<file path="src/rtl/cpu_types_pkg.sv">
// Basic CPU-wide data types shared by every pipeline stage.
package cpu_types_pkg;
   localparam int WORD_W = 32;
   typedef logic [WORD_W-1:0] word_t;
endpackage

</file>
<file path="src/rtl/fetch_stage_pkg.sv">
// Shared pipeline definitions for the instruction fetch stage.
package fetch_stage_pkg;
   import cpu_types_pkg::*;

   typedef enum logic [1:0] {
      RUN    = 2'd0,
      PEND   = 2'd1,
      HALTED = 2'd2
   } fetch_state_t;

   localparam word_t RESET_PC_DEFAULT = 32'h0000_0000;

   // Sequential PC advance; wraps modulo 2^32 by construction.
   function automatic word_t pc_plus4(input word_t pc);
      return pc + 32'd4;
   endfunction
endpackage

</file>
<file path="src/rtl/fetch_stage.sv">
// Instruction fetch stage: PC register, redirect capture FSM and the IF/ID latch
// feeding decode (instru / nPCIn / valid).
module fetch_stage
   import cpu_types_pkg::*;
   import fetch_stage_pkg::*;
#(
   parameter word_t RESET_PC = RESET_PC_DEFAULT
) (
   input  logic  CLK,
   input  logic  nRST,
   input  logic  ihit,
   input  word_t imemload,
   input  logic  stall,
   input  logic  flush,
   input  logic  redirect,
   input  word_t PCSrc,
   input  logic  halt,
   output logic  imemREN,
   output word_t imemaddr,
   output word_t instru,
   output word_t nPCIn,
   output logic  valid
);

   fetch_state_t state_q, state_d;
   word_t        pc_q, pc_d;
   word_t        pend_pc_q, pend_pc_d;
   word_t        instru_q, instru_d;
   word_t        npc_q, npc_d;
   logic         valid_q, valid_d;
   word_t        pc_inc;

   always_ff @(posedge CLK) begin
      if (!nRST) begin
         state_q   <= RUN;
         pc_q      <= RESET_PC;
         pend_pc_q <= '0;
         instru_q  <= '0;
         npc_q     <= '0;
         valid_q   <= 1'b0;
      end else begin
         state_q   <= state_d;
         pc_q      <= pc_d;
         pend_pc_q <= pend_pc_d;
         instru_q  <= instru_d;
         npc_q     <= npc_d;
         valid_q   <= valid_d;
      end
   end

   always_comb begin
      state_d   = state_q;
      pc_d      = pc_q;
      pend_pc_d = pend_pc_q;
      instru_d  = instru_q;
      npc_d     = npc_q;
      valid_d   = valid_q;
      pc_inc    = pc_plus4(pc_q);

      if (halt) begin
         state_d  = HALTED;
         instru_d = '0;
         valid_d  = 1'b0;
      end else begin
         unique case (state_q)
            RUN: begin
               // A redirect that cannot be applied this edge is parked in pend_pc.
               if (redirect && (stall || !ihit)) begin
                  pend_pc_d = PCSrc;
                  state_d   = PEND;
               end
               if (!stall) begin
                  if (ihit) begin
                     pc_d     = redirect ? PCSrc : pc_inc;
                     instru_d = imemload;
                     npc_d    = pc_inc;
                     valid_d  = 1'b1;
                  end else begin
                     instru_d = '0;
                     valid_d  = 1'b0;
                  end
               end
            end
            PEND: begin
               // Whatever arrives here is wrong-path, so the latch only ever takes bubbles.
               if (redirect) begin
                  pend_pc_d = PCSrc;
               end else if (ihit && !stall) begin
                  pc_d    = pend_pc_q;
                  state_d = RUN;
               end
               if (!stall) begin
                  instru_d = '0;
                  valid_d  = 1'b0;
               end
            end
            HALTED: begin
               instru_d = '0;
               valid_d  = 1'b0;
            end
            default: begin
               state_d = RUN;
            end
         endcase

         if (flush) begin
            instru_d = '0;
            valid_d  = 1'b0;
         end
      end
   end

   assign imemaddr = pc_q;
   assign imemREN  = (state_q != HALTED);
   assign instru   = instru_q;
   assign nPCIn    = npc_q;
   assign valid    = valid_q;

endmodule

</file>
<file path="config.mk">
export PLATFORM = sky130hd
export DESIGN_NAME = fetch_stage
export DESIGN_NICKNAME = d
export VERILOG_FILES = /design/src/rtl/cpu_types_pkg.sv /design/src/rtl/fetch_stage_pkg.sv /design/src/rtl/fetch_stage.sv
export SDC_FILE = /design/constraint.sdc
export NUM_CORES = 1
export LEC_CHECK = 0
export ABC_AREA = 1
export CORE_ASPECT_RATIO = 0.8
export CORE_MARGIN = 5
export CORE_UTILIZATION = 30
export CTS_CLUSTER_DIAMETER = 60
export DETAILED_ROUTE_END_ITERATION = 7
export PLACE_DENSITY = 0.52
export SLEW_MARGIN = 15
export SYNTH_ARGS = -nofsm -noshare
export SYNTH_HDL_FRONTEND = slang
export SYNTH_SLANG_ARGS = --single-unit
</file>
<file path="constraint.sdc">
create_clock -name CLK -period 2.19 [get_ports CLK]
set_clock_uncertainty 0.15 [all_clocks]
set_input_delay 0.3285 -clock CLK [delete_from_list [all_inputs] [get_ports CLK]]
set_output_delay 0.3285 -clock CLK [all_outputs]
set_load 0.02 [all_outputs]
</file>
* Yosys cells after proc, flatten, opt, wreduce, memory -nomap -nowiden *
Index checks and enable logic that the tools add are counted.

storage, ports and cells
  flip-flop bits (word level) = 131
  bits in latches = 0
  RAM bits = 0
  bits in read-only memories = 0
  input bits = 71
  output and inout port bits = 98
  memories kept = 0

operators by class
  add/sub/neg operators = 1
  $mul = 0
  div/mod/pow operators = 0
  $lt $le $gt $ge = 0
  eq/ne operators = 14
  shift operators = 0
  mux-type cells = 22
  bitwise operators = 4
  reductions and logical operators = 16

operators with widths
  operator               count
  $mux 32                10
  $pmux 32 s2            2
  $pmux 32 s3            1
  $add 32x3->32 const B  1
  $ne 2x2->1 const B     9
  $reduce_and 4->1       4
  $ne 3x3->1 const B     3
  $mux 2                 4
  $pmux 2 s3             1
  $reduce_and 6->1       1
  $not 1->1              4
  $mux 1                 3
  $pmux 1 s3             1
  $reduce_and 3->1       1
  $reduce_bool 3->1      1
  $reduce_or 3->1        1
  $eq 2x1->1 const B     1
  $eq 2x2->1 const B     1
  $logic_and 1x1->1      2
  $logic_not 1->1        2
  $logic_not 2->1        1
  $reduce_bool 2->1      1
  $reduce_or 2->1        1
  $logic_or 1x1->1       1

* Longest topological paths before layout *
Gate-level depths: netlist of the first run.

  word-level depth = 6
  depth in mapped cells = 12
  mapped depth without buffers = 12

* Worst setup path before layout of the first run *
No wires, ideal clock.

  path kind = reg2reg
  start point = reg state_q[1]
  end point = reg pc_q[22], in the netlist imemaddr[22]
  data arrival time = 1.590 ns
  data required time = 1.918 ns
  setup slack = 0.329 ns
  stages on the path, launching flop included = 11
  buffers on the path = 2
  clock period less this slack = 1.861 ns
  cell sequence = dfxtp_1 > inv_1 > ha_1 > buf_2 > o21ai_0 > a21oi_2 > nand2_2 > inv_4 > buf_4 > o21ai_0 > a21oi_2

on the way
  longest elaborated chain between the ends = 3
  elaborated cells between the ends (all ways) = 9
  classes of those cells = 5 x eq/ne; 1 x mux; 3 x reduce/logical

ends and longest elaborated chain
  item                                                                     line               source
  start: declaration                                                       fetch_stage.sv:25  fetch_state_t state_q, state_d;
  start signal: assignment                                                 fetch_stage.sv:42  state_q <= state_d;
  $eq 2x1->1 / $logic_not 2->1 (equally long branches)                     fetch_stage.sv:65  unique case (state_q)
  $ne 2x2->1 (no source line) / $reduce_bool 2->1 (equally long branches)  -
  $reduce_and 6->1 (no source line)                                        -
  end signal: assignment                                                   fetch_stage.sv:43  pc_q <= pc_d;
  end: declaration                                                         fetch_stage.sv:26  word_t pc_q, pc_d;

Several ways; a longest one is shown, not always the timed one.
A chain may end at the register's enable or synchronous reset.

* Worst setup path in the final report of the first run *
  start point = reg pc_q[17], in the netlist imemaddr[17]
  end point = out imemaddr[17]

RTL lines
  item              line               source
  end: declaration  fetch_stage.sv:19  output word_t imemaddr,

No word-level cell between the ends.

==> run_results.csv, run 1 <==
group,metric,value,unit
status,status,"complete, no violations",
power,switching_power,1.92,mW
synthesis,synth_top_area_share,42.0,%
clock_network,h-tree-depth,4,
setup_path,required,1710,ps
layout,fill_cells,2180,
synthesis,synth_top_family_by_area,"simple AND/OR/NAND/NOR gates",
global_routing,grt_pass1_vias,5890,
die,fp-row-count,47,
placed_design,port_buffers,168,
drt,drt-initial-drc-count,601,
die,start_util,30.3,%
synthesis,synth_flop_cell,"dfxtp_1",
setup_path,cp-start-kind,"register",
power,powerDensity,751,mW/mm^2
synthesis,synth_seq_area_share,42.0,%
die,die_area,0.0238,sq mm
global_routing,grt_antenna_before_repair,0,
drt,drc,0,
setup_path,critPathSlowestCell,"clkdlybuf4s50_1",
drt,wl,21800,um
synthesis,synth.area.top_cells,"dfxtp_1 42%, nand2_1 11%, a21oi_1 8.9%",
min_path,hp-class,"in2reg",
die,die_h,139,um
global_routing,use_met3,3.65,%
synthesis,synth_edf_count,0,
drt,ant_nets,0,
power,p_int,4.81,mW
power,pwr-share-comb,18.8,%
drt,viasPerCell,4.71,
placed_design,hpwl,16100,um
power,swShare,28.5,%
synthesis,yosysWarnings,0,
timing,worst_slew_pin_slew,474,ps
synthesis,synthMuxAreaShare,0.321,%
die,design.core.area,0.0206,sq mm
die,die_w,171,um
layout,final_nets,1139,
clock_network,cts.sinks,131,
global_routing,met2_usage,26.1,%
synthesis,syn-cell-area,0.00624,sq mm
setup_path,arrival,1610,ps
clock_network,clockBufferDepth,2,
timing,min_period,2090,ps
clock_network,clock_latency,410,ps
setup_path,end_kind,"primary output",
timing,hold_viol_final,0,
global_routing,overflow,0,
layout,final_core_util,43.6,%
global_routing,track_usage,18.2,%
global_routing,grt_max_degree,79,
layout,fin_cells,1345,
global_routing,busiest_layer,"met1",
synthesis,synthArstFlopShare,0,%
clock_network,cts_tree,"done",
placed_design,placedCellCount,1314,
layout,layout-drive-gt1-share,10.0,%
clock_network,cts_setup_buffers,0,
synthesis,synth_cell_type_count,34,
flow_run,max_cap_viol_count,0,
power,p_leak,3.56,nW
drt,firstDrtPassIters,5,
timing,fin_crit_sh,95.3,%
global_routing,grtUsageMet1,27.5,%
setup_path,crit_type,"reg2out",
power,peakVddDrop,0.350,mV
clock_network,clk_pin_slew,60,ps
synthesis,synth_simple_gate_area_share,27.2,%
power,p_seq_share,39.9,%
clock_network,cts_inserted_buffers,17,
setup_path,crit_family,"buffers and inverters",
timing,max_freq,479,MHz
synthesis,syn-num-nets,971,
setup_path,cpPeakStageDelay,680,ps
power,pwr-share-clk,41.3,%
timing,drv_slew,0,
timing,worst_slack,104,ps
layout,diodes,0,
setup_path,crit_chain,"clkdlybuf4s50_1",
synthesis,synth_top_area_cell,"dfxtp_1",
synthesis,synth_fa_ha_area_share,0.802,%
drt,wire_per_inst,16.2,um
placed_design,gp_congestion,0.827,
timing,setup_viol,0,
timing,rsz0062_at_grt,"false",
synthesis,syn_inst,896,
layout,synthToLayoutAreaGrowth,43.7,%
synthesis,synth.avg_cell_area,6.96,sq um
synthesis,ys_ff_latch,131,
placed_design,dp_slack,-121,ps
drt,dr_total_vias,6334,
clock_network,root_buffer,"clkbuf_16",
global_routing,grt_pass1_wl,34000,um
synthesis,synth_compound_area_share,19.5,%
synthesis,synth_xor_area_share,1.68,%
die,ioPinCount,169,
setup_path,worst-path-buf-inv,1,
timing,max_slew_margin,68.4,%
setup_path,crit_fanout,5,
[cells in the mapped netlist (6+ instances only)]
| library cell | count |
|---|---|
| nand3b_1 | 7 |
| buf_2 | 13 |
| xnor2_1 | 8 |
| a21oi_1 | 111 |
| o211ai_1 | 15 |
| nand2_2 | 6 |
| nand3_1 | 51 |
| dfxtp_1 | 131 |
| inv_1 | 67 |
| or2_2 | 8 |
| o21ai_0 | 80 |
| clkbuf_1 | 30 |
| nor2_1 | 112 |
| nor2_4 | 7 |
| nand2_1 | 184 |
| buf_4 | 7 |
| o21ai_1 | 16 |
[sequential cells by signal (all words and copies together) (netlist names)]
signal	count
imemaddr	32
instru	32
nPCIn	32
pend_pc_q	32
state_q	2
valid	1
[per-stage QoR]
| step | hold slack [ps] | setup TNS, ps | total power, mW | area, sq um |
|---|---|---|---|---|
| after global placement | 290 | -443 | 4.00 | 8390 |
| after global routing | 210 | 0 | 7.03 | 8960 |
| after CTS | 185 | 0 | 6.78 | 8960 |
| after detailed placement | 293 | -833 | 4.00 | 8390 |
| after floorplan | 279 | 0 | 3.36 | 6240 |
| final | 190 | 0 | 6.73 | 8960 |
[worst paths after layout]
path / startpoint / endpoint / slack [ps] / cells past startpoint
worst max-delay path: imemaddr[17] / imemaddr[17] / 100 / 1
worst min-delay path: nRST / state_q[1] / 190 / 3
worst max register to register: state_q[0] / imemaddr[17] / 240 / 9
worst min register to register: pend_pc_q[19] / pend_pc_q[19] / 300 / 2
[placed cells by master, fill, tap and decap left out, types with 3 or more instances in the layout]
| cell | instances |
|---|---|
| nand2_1 | 184 |
| clkdlybuf4s50_1 | 166 |
| dfxtp_1 | 131 |
| nor2_1 | 111 |
| a21oi_1 | 111 |
| o21ai_0 | 80 |
| inv_1 | 67 |
| nand3_1 | 51 |
| buf_4 | 25 |
| clkbuf_16 | 17 |
| o21ai_1 | 15 |
| o211ai_1 | 15 |
| buf_12 | 10 |
| xnor2_1 | 8 |
| or2_2 | 8 |
| nor2_4 | 7 |
| nand3b_1 | 7 |
| clkinv_2 | 7 |
| nor2_2 | 6 |
| nand2_2 | 6 |
| inv_2 | 4 |
| xor2_1 | 4 |
| ha_1 | 4 |
| and2_1 | 3 |
| a21oi_2 | 3 |
| a31oi_1 | 3 |
[layer usage]
layer | vias up | share of wire, %
li1 | 3262 | -
met1 | 2860 | 50
met2 | 194 | 42
met3 | 18 | 6.9
met4 | 0 | 1.2
met5 | - | 0
[worst min-delay path, delay by kind of cell]
family / cells / cell delay (ps)
AO/OA/AOI/OAI: 1 / 150
buffers and inverters: 2 / 230
[cell type report]
class,instances,area (sq um),area share (%)
clock inverters,11,111,1.24
well taps,269,337,3.75
clock buffers,20,457,5.09
repair buffers,203,2060,23.0
inverters,73,279,3.11
flip-flops and latches,131,2620,29.3
multi-input cells,638,3090,34.5
[cells by family after synthesis]
logic type,count (synthesis)
XOR/XNOR,12
AND/OR/NAND/NOR,389
AO/OA/AOI/OAI,231
multiplexers,2
buffers and inverters,127
flip-flops,131
adder cells (fa/ha/maj),4
[power by group through the flow]
| stage | registers [mW] | logic, mW | clock network (mW) |
|---|---|---|---|
| 2_1_floorplan | 2.80 | 0.561 | 0 |
| 3_3_place_gp | 2.73 | 1.26 | 0 |
| 3_5_place_dp | 2.73 | 1.27 | 0 |
| 4_1_cts | 2.68 | 1.27 | 2.83 |
| 5_1_grt | 2.70 | 1.39 | 2.93 |
| 6_report | 2.69 | 1.26 | 2.78 |
[what timing repair did]
item | in CTS | in global routing
hold endpoints to repair | 0 | 0
endpoints found under the setup margin | 1 | 8
gates cloned | 0 | 0
gates resized for setup | 1 | 2
hold buffers | 0 | 0
Note: power is estimated with default switching activity, not from simulation.
==> run 2, diff against run 1 <==
--- a/config.mk
+++ b/config.mk
@@ -12,6 +12,7 @@
 export CTS_CLUSTER_DIAMETER = 60
 export DETAILED_ROUTE_END_ITERATION = 7
 export PLACE_DENSITY = 0.52
+export SETUP_SLACK_MARGIN = 0.5
 export SLEW_MARGIN = 15
 export SYNTH_ARGS = -nofsm -noshare
 export SYNTH_HDL_FRONTEND = slang
==> constraint.sdc (replaced) <==
create_clock -name CLK -period 2.6 [get_ports CLK]
set_clock_uncertainty 0.15 [all_clocks]
set_input_delay 0.39 -clock CLK [delete_from_list [all_inputs] [get_ports CLK]]
set_output_delay 0.39 -clock CLK [all_outputs]
set_load 0.02 [all_outputs]
==> run 2 against run 1 <==
  * Count of clock-buffer cells in the layout fell by 2
  * Total power fell by 14%
  * Via count fell by 1.6%
  * Non-clock buffer count fell by 16
  * Worst setup slack improved by 440 ps
  * Sequential share of layout area rose by 0.52 points
  * Sequential cell count did not move
  * Critical path depth did not move
  * Critical endpoint is now imemaddr[23]
  * Largest power group unchanged
==> run_results.csv, run 2 (synthesis results as in run 1) <==
group,metric,value,unit
status,status,"complete, no violations",
timing,hold_ws,269,ps
clock_network,clk_pin_slew,60,ps
timing,max_slew_margin,66.6,%
layout,synthToLayoutAreaGrowth,41.5,%
die,start_util,30.3,%
clock_network,root_buffer,"clkbuf_16",
global_routing,met2_usage,25.5,%
drt,viasPerCell,4.68,
setup_path,r2r_slack,620,ps
drt,wl,21800,um
setup_path,worst-path-buf-inv,1,
timing,worst_slew_pin_slew,501,ps
global_routing,grt_pass1_vias,5651,
setup_path,crit_chain,"clkdlybuf4s50_1",
min_path,hp-class,"in2reg",
timing,rsz0062_at_grt,"false",
timing,min_period,2060,ps
layout,mostFrequentLayoutCells,"183 x nand2_1, 141 x clkdlybuf4s50_1, 127 x dfxtp_1",
drt,firstDrtPassIters,5,
die,die_area,0.0238,sq mm
clock_network,cts.sinks,131,
global_routing,grt_antenna_before_repair,0,
power,p_total,5.79,mW
layout,final_nets,1123,
clock_network,clock_latency,420,ps
setup_path,cpPeakStageDelay,660,ps
timing,setup_viol,0,
setup_path,r2r-start,"imemaddr[2]",
power,peakVddDrop,0.403,mV
die,die_w,171,um
layout,fin_cells,1330,
placed_design,gp_congestion,0.862,
timing,tns,0,ps
timing,worst_slack,541,ps
drt,wire_per_inst,16.4,um
global_routing,grtUsageMet1,27.4,%
placed_design,placed_area,0.00818,sq mm
flow_run,max_cap_viol_count,0,
clock_network,cts_inserted_buffers,17,
die,design.core.area,0.0206,sq mm
clock_network,cts_tree,"done",
global_routing,track_usage,18.1,%
setup_path,crit_fanout,6,
setup_path,crit_family,"buffers and inverters",
global_routing,overflow,0,
layout,layout-drive-gt1-share,9.43,%
global_routing,grt_max_degree,79,
setup_path,required,2060,ps
timing,hold_viol_final,0,
power,p_leak,3.61,nW
global_routing,grt_pass1_wl,33600,um
placed_design,placedCellCount,1296,
placed_design,dp_slack,260,ps
setup_path,crit_type,"reg2out",
setup_path,cp-start-kind,"register",
layout,final_core_util,42.9,%
layout,final_common_cell,"nand2_1",
die,fp-row-count,47,
global_routing,busiest_layer,"met1",
placed_design,port_buffers,168,
min_path,min-delay-start,"nRST",
die,die_h,139,um
global_routing,use_met3,4.82,%
timing,max_freq,486,MHz
clock_network,h-tree-depth,4,
setup_path,arrival,1520,ps
timing,drv_slew,0,
placed_design,hpwl,15700,um
setup_path,rr_worst_depth,11,
layout,design_area,0.00883,sq mm
clock_network,clockBufferDepth,2,
setup_path,r2r_end,"imemaddr[28]",
min_path,min_to,"state_q[0]",
die,ioPinCount,169,
setup_path,end_kind,"primary output",
min_path,hold_depth,5,
setup_path,critPathSlowestCell,"clkdlybuf4s50_1",
drt,ant_nets,0,
power,powerDensity,656,mW/mm^2
timing,fin_crit_sh,79.2,%
layout,diodes,0,
drt,drc,0,
drt,drt-initial-drc-count,437,
drt,dr_total_vias,6231,
[run 2: cell types whose count changed in the layout (fill, tap and decap cells not counted), moves of 4 or more]
cell,change
buf_12,-5
buf_4,-11
clkdlybuf4s50_1,-25
clkinvlp_4,+4
dfxtp_1,-4
dlygate4sd2_1,+21
dlymetal6s2s_1,+4
[run 2: layout make-up]
| class | instances | area [sq um] |
|---|---|---|
| inverters | 73 | 282 |
| repair buffers | 187 | 1860 |
| flip-flops and latches | 131 | 2630 |
| fillers | 2188 | 11800 |
| clock buffers | 18 | 429 |
| multi-input cells | 638 | 3100 |
| well taps | 269 | 337 |
| clock inverters | 14 | 186 |
[run 2: worst max-delay path by stage]
| stage | from | endpoint | slack [ps] | cells after the start |
|---|---|---|---|---|
| 2_1_floorplan | state_q[1] | imemaddr[22] | 740 | 10 |
| 3_3_place_gp | halt | pend_pc_q[17] | 270 | 8 |
| 3_5_place_dp | halt | pend_pc_q[12] | 260 | 8 |
| 4_1_cts | state_q[1] | pend_pc_q[12] | 450 | 8 |
| 5_1_grt | imemaddr[2] | imemaddr[28] | 500 | 11 |
| 6_report | imemaddr[23] | imemaddr[23] | 540 | 1 |
[run 2: per-layer routing]
metal / share of wire [%] / vias to the layer above
met4: 1.1 / 0
met2: 42 / 172
met3: 6.2 / 13
met5: 0 / -
li1: - / 3222
met1: 51 / 2824
[run 2: what timing repair did]
action	4_1_cts	5_1_grt
gates resized for setup	24	17
setup endpoints to repair	32	66
hold buffers	0	0
buffers inserted	0	2
pin swaps	0	3
[run 2: report_power, final]
group	total (mW)	internal [mW]	leakage, nW	switching [mW]
Sequential	2.27	2.14	1.07	0.133
Combinational	0.984	0.407	2.25	0.577
Clock	2.54	1.60	0.288	0.940
Total	5.79	4.15	3.61	1.65
==> run 3, diff against run 2 <==
==> constraint.sdc (replaced) <==
create_clock -name CLK -period 1.96 [get_ports CLK]
set_clock_uncertainty 0.15 [all_clocks]
set_input_delay 0.294 -clock CLK [delete_from_list [all_inputs] [get_ports CLK]]
set_output_delay 0.294 -clock CLK [all_outputs]
set_load 0.02 [all_outputs]
==> run 3 against run 2 <==
  * Count of clock-buffer cells in the layout stayed put
  * Register-to-register slack worse by 430 ps
  * First-iteration DRC count is 38% higher
  * Sequential power is 34% higher
  * Final area is 27% higher
  * Worst hold slack worse by 230 ps
  * Clock power is 56% higher
  * Total power is 59% higher
  * Critical endpoint is now imemREN
==> run_results.csv, run 3 (synthesis results as in run 1) <==
group,metric,value,unit
die,design.core.area,0.0206,sq mm
setup_path,required,1520,ps
timing,min_period,1790,ps
layout,synthToLayoutAreaGrowth,79.9,%
clock_network,clockBufferDepth,2,
global_routing,track_usage,20.0,%
timing,rsz0062_at_grt,"true",
global_routing,grt_max_degree,79,
flow_run,max_cap_viol_count,0,
setup_path,crit_type,"reg2out",
drt,wire_per_inst,18.0,um
global_routing,overflow,0,
drt,viasPerCell,4.86,
drt,wl,25700,um
die,die_w,171,um
drt,firstDrtPassIters,5,
power,peakVddDrop,0.468,mV
layout,diodes,0,
placed_design,port_buffers,168,
setup_path,r2r_slack,190,ps
power,p_total,9.19,mW
timing,drv_slew,0,
drt,drc,0,
timing,max_slew_margin,64.9,%
status,status,"complete, no violations",
power,p_leak,4.82,nW
die,start_util,30.3,%
clock_network,root_buffer,"clkbuf_16",
setup_path,cp-start-kind,"register",
layout,design_area,0.0112,sq mm
global_routing,grt_pass1_vias,6413,
layout,final_nets,1222,
drt,ant_nets,0,
setup_path,crit_fanout,3,
placed_design,hpwl,16100,um
clock_network,cts_tree,"done",
clock_network,clk_pin_slew,60,ps
layout,mostFrequentLayoutCells,"127 x nand2_1, 97 x dfxtp_1, 75 x a21oi_1",
layout,final_common_cell,"nand2_1",
min_path,hp-class,"in2reg",
placed_design,gp_congestion,0.865,
die,fp-row-count,47,
layout,layout-drive-gt1-share,46.9,%
timing,setup_viol,0,
placed_design,placed_area,0.00861,sq mm
setup_path,end_kind,"primary output",
timing,worst_slew_pin_slew,527,ps
global_routing,grt_antenna_before_repair,0,
die,die_h,139,um
clock_network,cts.sinks,131,
die,ioPinCount,169,
timing,max_freq,558,MHz
timing,fin_crit_sh,91.5,%
global_routing,grt_pass1_wl,37200,um
power,powerDensity,819,mW/mm^2
clock_network,h-tree-depth,4,
clock_network,cts_inserted_buffers,17,
drt,dr_total_vias,6952,
drt,drt-initial-drc-count,604,
setup_path,arrival,1350,ps
clock_network,postCtsHoldBufs,0,
timing,hold_viol_final,0,
clock_network,clock_latency,430,ps
timing,hold_ws,40.0,ps
die,die_area,0.0238,sq mm
layout,final_core_util,54.5,%
## run 3: final timing paths
path / from / endpoint / depth (start not counted)
worst max-delay path: state_q[0] / imemREN / 5
worst min-delay path: nRST / state_q[1] / 3
worst max register to register: state_q[0] / imemaddr[12] / 10
worst min register to register: instru[9] / instru[9] / 2
## run 3: per-layer routing
| layer | vias up | GRT usage (%) | part of all wire, % |
|---|---|---|---|
| met4 | 0 | 4.50 | 1.0 |
| met5 | - | 0 | 0 |
| met1 | 3289 | 29.3 | 49 |
| met2 | 184 | 29.2 | 44 |
| met3 | 25 | 5.44 | 5.7 |
| li1 | 3454 | - | - |
## run 3: area by class of cell
type                            instances  area (sq um)
Fill cell                            1881          9360
Multi-Input combinational cell        638          4190
Timing Repair Buffer                  286          2940
Sequential cell                       131          2720
Clock buffer                           18           450
Tap cell                              269           337
Inverter                               73           317
Clock inverter                         14           272
## run 3: worst max-delay path, stage by stage, from the launching register on
cell,delay (ps)
dfxtp_4,370
inv_4,50
buf_6,110
ha_2,170
inv_2,100
buf_6,130
## run 3: stage by stage
stage	std cells	setup TNS [ps]	worst slack, ps
2_1_floorplan	896	0	331
3_3_place_gp	1318	-6910	-131
3_5_place_dp	1318	-7670	-143
4_1_cts	1398	0	235
5_1_grt	1429	0	82.0
6_report	1429	0	166
## run 3: what timing repair did
item | in CTS | in global routing
setup endpoints to repair | 229 | 159
pin swaps | 32 | 55
resized for setup | 593 | 237
buffers inserted | 37 | 23
cloned | 11 | 8
## run 3: where the power goes
part | total (mW) | internal [mW] | switching, mW
clock | 3.96 | 2.61 | 1.35
combinational | 2.18 | 1.06 | 1.12
sequential | 3.05 | 2.84 | 0.208
